File: src/rtl/core_bank_adapter.sv
// core_bank_adapter: RI5CY 32-bit data port to 64-bit bank request port.
// Lane steering, AMO decode, AMO write-back blocking, local atomic errors.
module core_bank_adapter #(
    parameter int unsigned AddrMemWidth = 16
) (
    input  logic                    clk_i,
    input  logic                    rst_ni,
    input  logic                    data_req_i,
    output logic                    data_gnt_o,
    output logic                    data_rvalid_o,
    output logic                    data_err_o,
    input  logic [31:0]             data_addr_i,
    input  logic                    data_we_i,
    input  logic [3:0]              data_be_i,
    input  logic [31:0]             data_wdata_i,
    input  logic [5:0]              data_atop_i,
    input  logic                    data_lim_i,
    input  logic [2:0]              data_lim_op_i,
    input  logic [31:0]             data_lim_asize_i,
    output logic [31:0]             data_rdata_o,
    output logic                    bank_req_o,
    input  logic                    bank_gnt_i,
    output logic [AddrMemWidth-1:0] bank_add_o,
    output logic [3:0]              bank_amo_o,
    output logic                    bank_wen_o,
    output logic [63:0]             bank_wdata_o,
    output logic [7:0]              bank_be_o,
    output logic                    bank_lim_o,
    output logic [2:0]              bank_lim_op_o,
    output logic [31:0]             bank_lim_asize_o,
    input  logic [63:0]             bank_rdata_i
);

    typedef enum logic [1:0] {IDLE, RESP, AMO_RESP} state_e;

    localparam logic [3:0] AmoNone = 4'h0;
    localparam logic [3:0] AmoLr   = 4'hB;

    state_e     state_q, state_d;
    logic       lane_q;
    logic       err_q;
    logic [3:0] amo;
    logic       amo_ok;
    logic       illegal;
    logic       grant;
    logic       unused_addr;

    assign unused_addr = ^{data_addr_i[31:AddrMemWidth+3], data_addr_i[1:0]};

    // Decode AMO funct5 into the bank AMO code; flag undefined encodings.
    always_comb begin
        amo    = AmoNone;
        amo_ok = 1'b1;
        if (data_atop_i[5]) begin
            unique case (data_atop_i[4:0])
                5'b00001: amo = 4'h1;
                5'b00000: amo = 4'h2;
                5'b01100: amo = 4'h3;
                5'b01000: amo = 4'h4;
                5'b00100: amo = 4'h5;
                5'b10100: amo = 4'h6;
                5'b11100: amo = 4'h7;
                5'b10000: amo = 4'h8;
                5'b11000: amo = 4'h9;
                5'b00010: amo = 4'hB;
                5'b00011: amo = 4'hC;
                default: begin
                    amo    = AmoNone;
                    amo_ok = 1'b0;
                end
            endcase
        end
    end

    // Atomics must be full-word and use a defined funct5.
    assign illegal = data_atop_i[5] && (!amo_ok || (data_be_i != 4'b1111));

    assign bank_amo_o       = amo;
    assign bank_add_o       = data_addr_i[AddrMemWidth+2:3];
    assign bank_be_o        = data_addr_i[2] ? {data_be_i, 4'b0} : {4'b0, data_be_i};
    assign bank_wdata_o     = {data_wdata_i, data_wdata_i};
    assign bank_wen_o       = data_we_i;
    assign bank_lim_o       = data_lim_i;
    assign bank_lim_op_o    = data_lim_op_i;
    assign bank_lim_asize_o = data_lim_asize_i;

    assign grant = data_req_i && data_gnt_o;

    // Handshake and next state; AMO_RESP blocks the core for write-back.
    always_comb begin
        state_d    = IDLE;
        bank_req_o = 1'b0;
        data_gnt_o = 1'b0;
        if (state_q != AMO_RESP) begin
            bank_req_o = data_req_i && !illegal;
            data_gnt_o = illegal ? data_req_i : bank_gnt_i;
        end
        if (grant) begin
            if (!illegal && (amo != AmoNone) && (amo != AmoLr)) begin
                state_d = AMO_RESP;
            end else begin
                state_d = RESP;
            end
        end
    end

    // State, response lane and error flag registers.
    always_ff @(posedge clk_i or negedge rst_ni) begin
        if (!rst_ni) begin
            state_q <= IDLE;
            lane_q  <= 1'b0;
            err_q   <= 1'b0;
        end else begin
            state_q <= state_d;
            if (grant) begin
                lane_q <= data_addr_i[2];
                err_q  <= illegal;
            end
        end
    end

    assign data_rvalid_o = (state_q != IDLE);
    assign data_err_o    = err_q && (state_q == RESP);
    assign data_rdata_o  = err_q  ? 32'h0 :
                           lane_q ? bank_rdata_i[63:32] : bank_rdata_i[31:0];

endmodule

File: config.mk
export PLATFORM = sky130hd
export DESIGN_NAME = core_bank_adapter
export DESIGN_NICKNAME = d
export VERILOG_FILES = /design/src/rtl/core_bank_adapter.sv
export SDC_FILE = /design/constraint.sdc
export NUM_CORES = 1
export LEC_CHECK = 0
export ABC_AREA = 0
export BUFFER_PORTS_ARGS = -buffer_cell sky130_fd_sc_hd__buf_4
export CORE_AREA = 8 8 126 128
export DETAILED_ROUTE_END_ITERATION = 12
export DIE_AREA = 0 0 134 136
export MAX_ROUTING_LAYER = met4
export PLACE_DENSITY = 0.54
export SYNTH_ARGS = -nofsm -noshare
export SYNTH_HDL_FRONTEND = slang
export SYNTH_SLANG_ARGS = --single-unit
File: constraint.sdc
create_clock -name clk_i -period 1.89 [get_ports clk_i]
set_clock_uncertainty 0.05 [all_clocks]
set_input_delay 0.189 -clock clk_i [delete_from_list [all_inputs] [get_ports clk_i]]
set_output_delay 0.189 -clock clk_i [all_outputs]
set_load 0.005 [all_outputs]
==> results.py <==
metrics = {
    "run_status": {
        "status": "complete, no violations",
    },
    "synthesis": {
        "synth_top_area_share_pct": 48.28,
        "synth_area_sq_mm": 0.001819,
        "synth.area.top_cells": "buf_4, mux2i_1, nor2_1",
        "yosysMostFrequentCell": "buf_4",
        "syn_nets": 432,
        "synth_flop_cell": "dfrtp_1",
        "yosys_warnings": 0,
        "ys_types": 33,
        "avgSynthCellArea_sq_um": 7.191,
        "yosys.area.top_type": "buf_4",
        "syn_inst": 253,
        "synth_commonest_cells": "buf_4, nor2_1, mux2i_1",
        "synth_seq_cells": 4,
        "async_reset_ff_share_pct": 100.0,
        "ys_seq_area_share_pct": 5.502,
        "synth-edff-count": 0,
    },
    "timing": {
        "whs_ns": 0.2389,
        "post-route-period-util_pct": 86.81,
        "drv_slew": 0,
        "setup_violations": 0,
        "finalHoldViolations": 0,
        "fmax_mhz": 609.5,
        "finalSetupTns_ns": 0,
        "final.min_clock_period_ns": 1.641,
        "max_slew_margin_pct": 79.43,
        "fin_ws_ns": 0.2494,
        "rsz0062_at_grt": "false",
        "worst_pin_slew_ns": 0.3065,
    },
    "final_layout": {
        "area_growth_pct": 19.81,
        "fin_util_pct": 15.53,
        "final_cells": 443,
        "drive_above_1_share_pct": 53.67,
        "num_antenna_cells": 0,
        "fillerInstances": 1586,
        "nets": 439,
    },
    "global_routing": {
        "antenna_found_initial": 0,
        "first_global_vias": 1661,
        "grt-ovfl-total": 0,
        "grt_pass1_wl_um": 9087,
        "grt_max_degree": 26,
        "track_usage_pct": 6.450,
    },
    "setup_path": {
        "arrival_ns": 1.40,
        "cpLargestDelayFamily": "compound AO/OA/AOI/OAI gates",
        "crit_path_start_kind": "primary input",
        "cp_cell_sequence": "buf_4 > o32a_1 > o21ai_1 > mux2i_1 > buf_4",
        "reg2reg_slack_ns": 0.73,
        "cpMostUsedCell": "buf_4",
        "worstRegToRegCells": 3,
        "cp.required_ns": 1.65,
        "end_kind": "output pin",
        "path_max_fanout": 10,
        "path_class": "in -> out",
        "timing.rr.end": "lane_q",
        "slowest_delay_ns": 0.38,
        "slowest_stage": "o32a_1",
        "rr_startpoint": "lane_q",
        "crit_buf_inv": 2,
    },
    "die": {
        "ioPinCount": 344,
        "die-area_sq_mm": 0.01822,
        "die_h_um": 136,
        "rows": 44,
        "die_w_um": 134,
        "design.core.area_sq_mm": 0.01404,
        "initial_core_util_pct": 12.96,
    },
    "clock_network": {
        "cts_tree": "yes",
        "h-tree-depth": 1,
        "cts.clk_slew.worst_paths_ns": 0.03,
        "clk_latency_ns": 0.22,
        "clock_sinks": 4,
        "numCtsBuffers": 3,
        "root_buffer": "clkbuf_16",
        "cts_max_path_buffers": 2,
        "cts_resized": 0,
    },
    "pwr": {
        "ir_drop_mv": 0.1957,
        "p_leak_nw": 1.082,
        "p_per_area_mw_per_mm2": 455.7,
    },
    "drt": {
        "wl_met1_um": 1938,
        "ant_nets": 0,
        "vias_per_cell": 3.567,
        "top_layer": "met4",
        "firstDrtPassIters": 3,
        "dr_total_vias": 1580,
        "drt_iter0_markers": 15,
        "wl_met3_um": 1051,
        "routed_wl_um": 6548,
        "route.met2.wl_um": 3077,
        "drc": 0,
        "wl_per_cell_um": 14.78,
    },
    "place": {
        "pre_cts_ws_ns": 0.2511,
        "post-place-cells": 438,
        "io_buffers": 126,
        "hpwl_um": 5704,
        "gp_congestion": 0.7837,
    },
    "min_path": {
        "hold_start": "data_req_i",
        "worst_hold_path.endpoint": "lane_q",
        "hp-class": "in -> reg",
        "hold_depth": 3,
    },
    "flow_run": {
        "cap_viol_max_count": 0,
    },
}
-- repair_timing --
action	CTS	global route
buffers inserted	0	0
hold buffers	1	0
endpoints found under the hold margin	4	0
-- how the worst max path moves through the flow --
stage                        start    endpoint  slack [ns]  cells past startpoint
global placement    data_atop_i[4]  data_gnt_o        0.27                      5
CTS                 data_atop_i[4]  data_gnt_o        0.24                      5
floorplan           data_atop_i[3]  data_gnt_o        0.50                      4
global route        data_atop_i[4]  data_gnt_o        0.15                      5
finish              data_atop_i[4]  data_gnt_o        0.25                      5
detailed placement  data_atop_i[4]  data_gnt_o        0.25                      5
-- worst reg2reg max path, cell delays in order, from the launching register on --
cell and delay, ns:
dfrtp_2 0.37, inv_1 0.06, or4_1 0.50, o211ai_1 0.10
-- per-stage QoR --
step	power (mW)	cell area, sq um
finish	0.9932	2180
global route	1.063	2180
CTS	1.019	2180
detailed placement	0.6728	2091
global placement	0.6584	2091
floorplan	0.5387	1819
-- per-layer routing --
layer / track usage (%) / up-vias
li1: - / 715
met1: 4.950 / 660
met2: 10.64 / 150
met3: 3.954 / 55
met4: 5.614 / 0
met5: - / -
-- cell usage in the layout, fill, tap and decap left out, types with 2 or more instances in the layout --
master,synthesis,routed
a21oi_1,4,4
nand2_1,3,3
nor3_1,4,4
dfrtp_1,4,3
clkbuf_16,0,3
buf_4,117,130
nand4_1,2,2
and2_1,4,4
nand3_1,2,2
nor2_1,35,35
nor2b_1,5,5
nor3b_1,2,2
nor4_1,2,2
mux2i_1,33,33
inv_1,3,3
nand2b_1,4,4
or2_2,3,3
-- kinds of logic after synthesis --
| logic type | after synthesis | synth area share [%] |
|---|---|---|
| flip-flops | 4 | 5.502 |
| multiplexers | 33 | 18.16 |
| AND/OR/NAND/NOR | 70 | 18.91 |
| buffers and inverters | 132 | 52.06 |
| AO/OA/AOI/OAI | 14 | 5.365 |
-- cell type report --
| cell class | instances | area (sq um) | share of cell area (%) |
|---|---|---|---|
| inverter | 3 | 11.26 | 0.5166 |
| timing repair buffer | 131 | 985.9 | 45.24 |
| clock buffer | 4 | 78.83 | 3.617 |
| tap | 184 | 230.2 | 10.56 |
| sequential | 4 | 101.3 | 4.650 |
| multi-input combinational | 117 | 772.0 | 35.42 |
-- where the power goes --
part,internal (mW),switching (mW)
Sequential,0.0936,0.00502
Combinational,0.327,0.230
Clock,0.278,0.0587
-- sequential cells by signal, summed over array words and instances, names as in the netlist --
signal / count
state_q: 2
err_q: 1
lane_q: 1
Note: power is estimated with default switching activity, not from simulation.
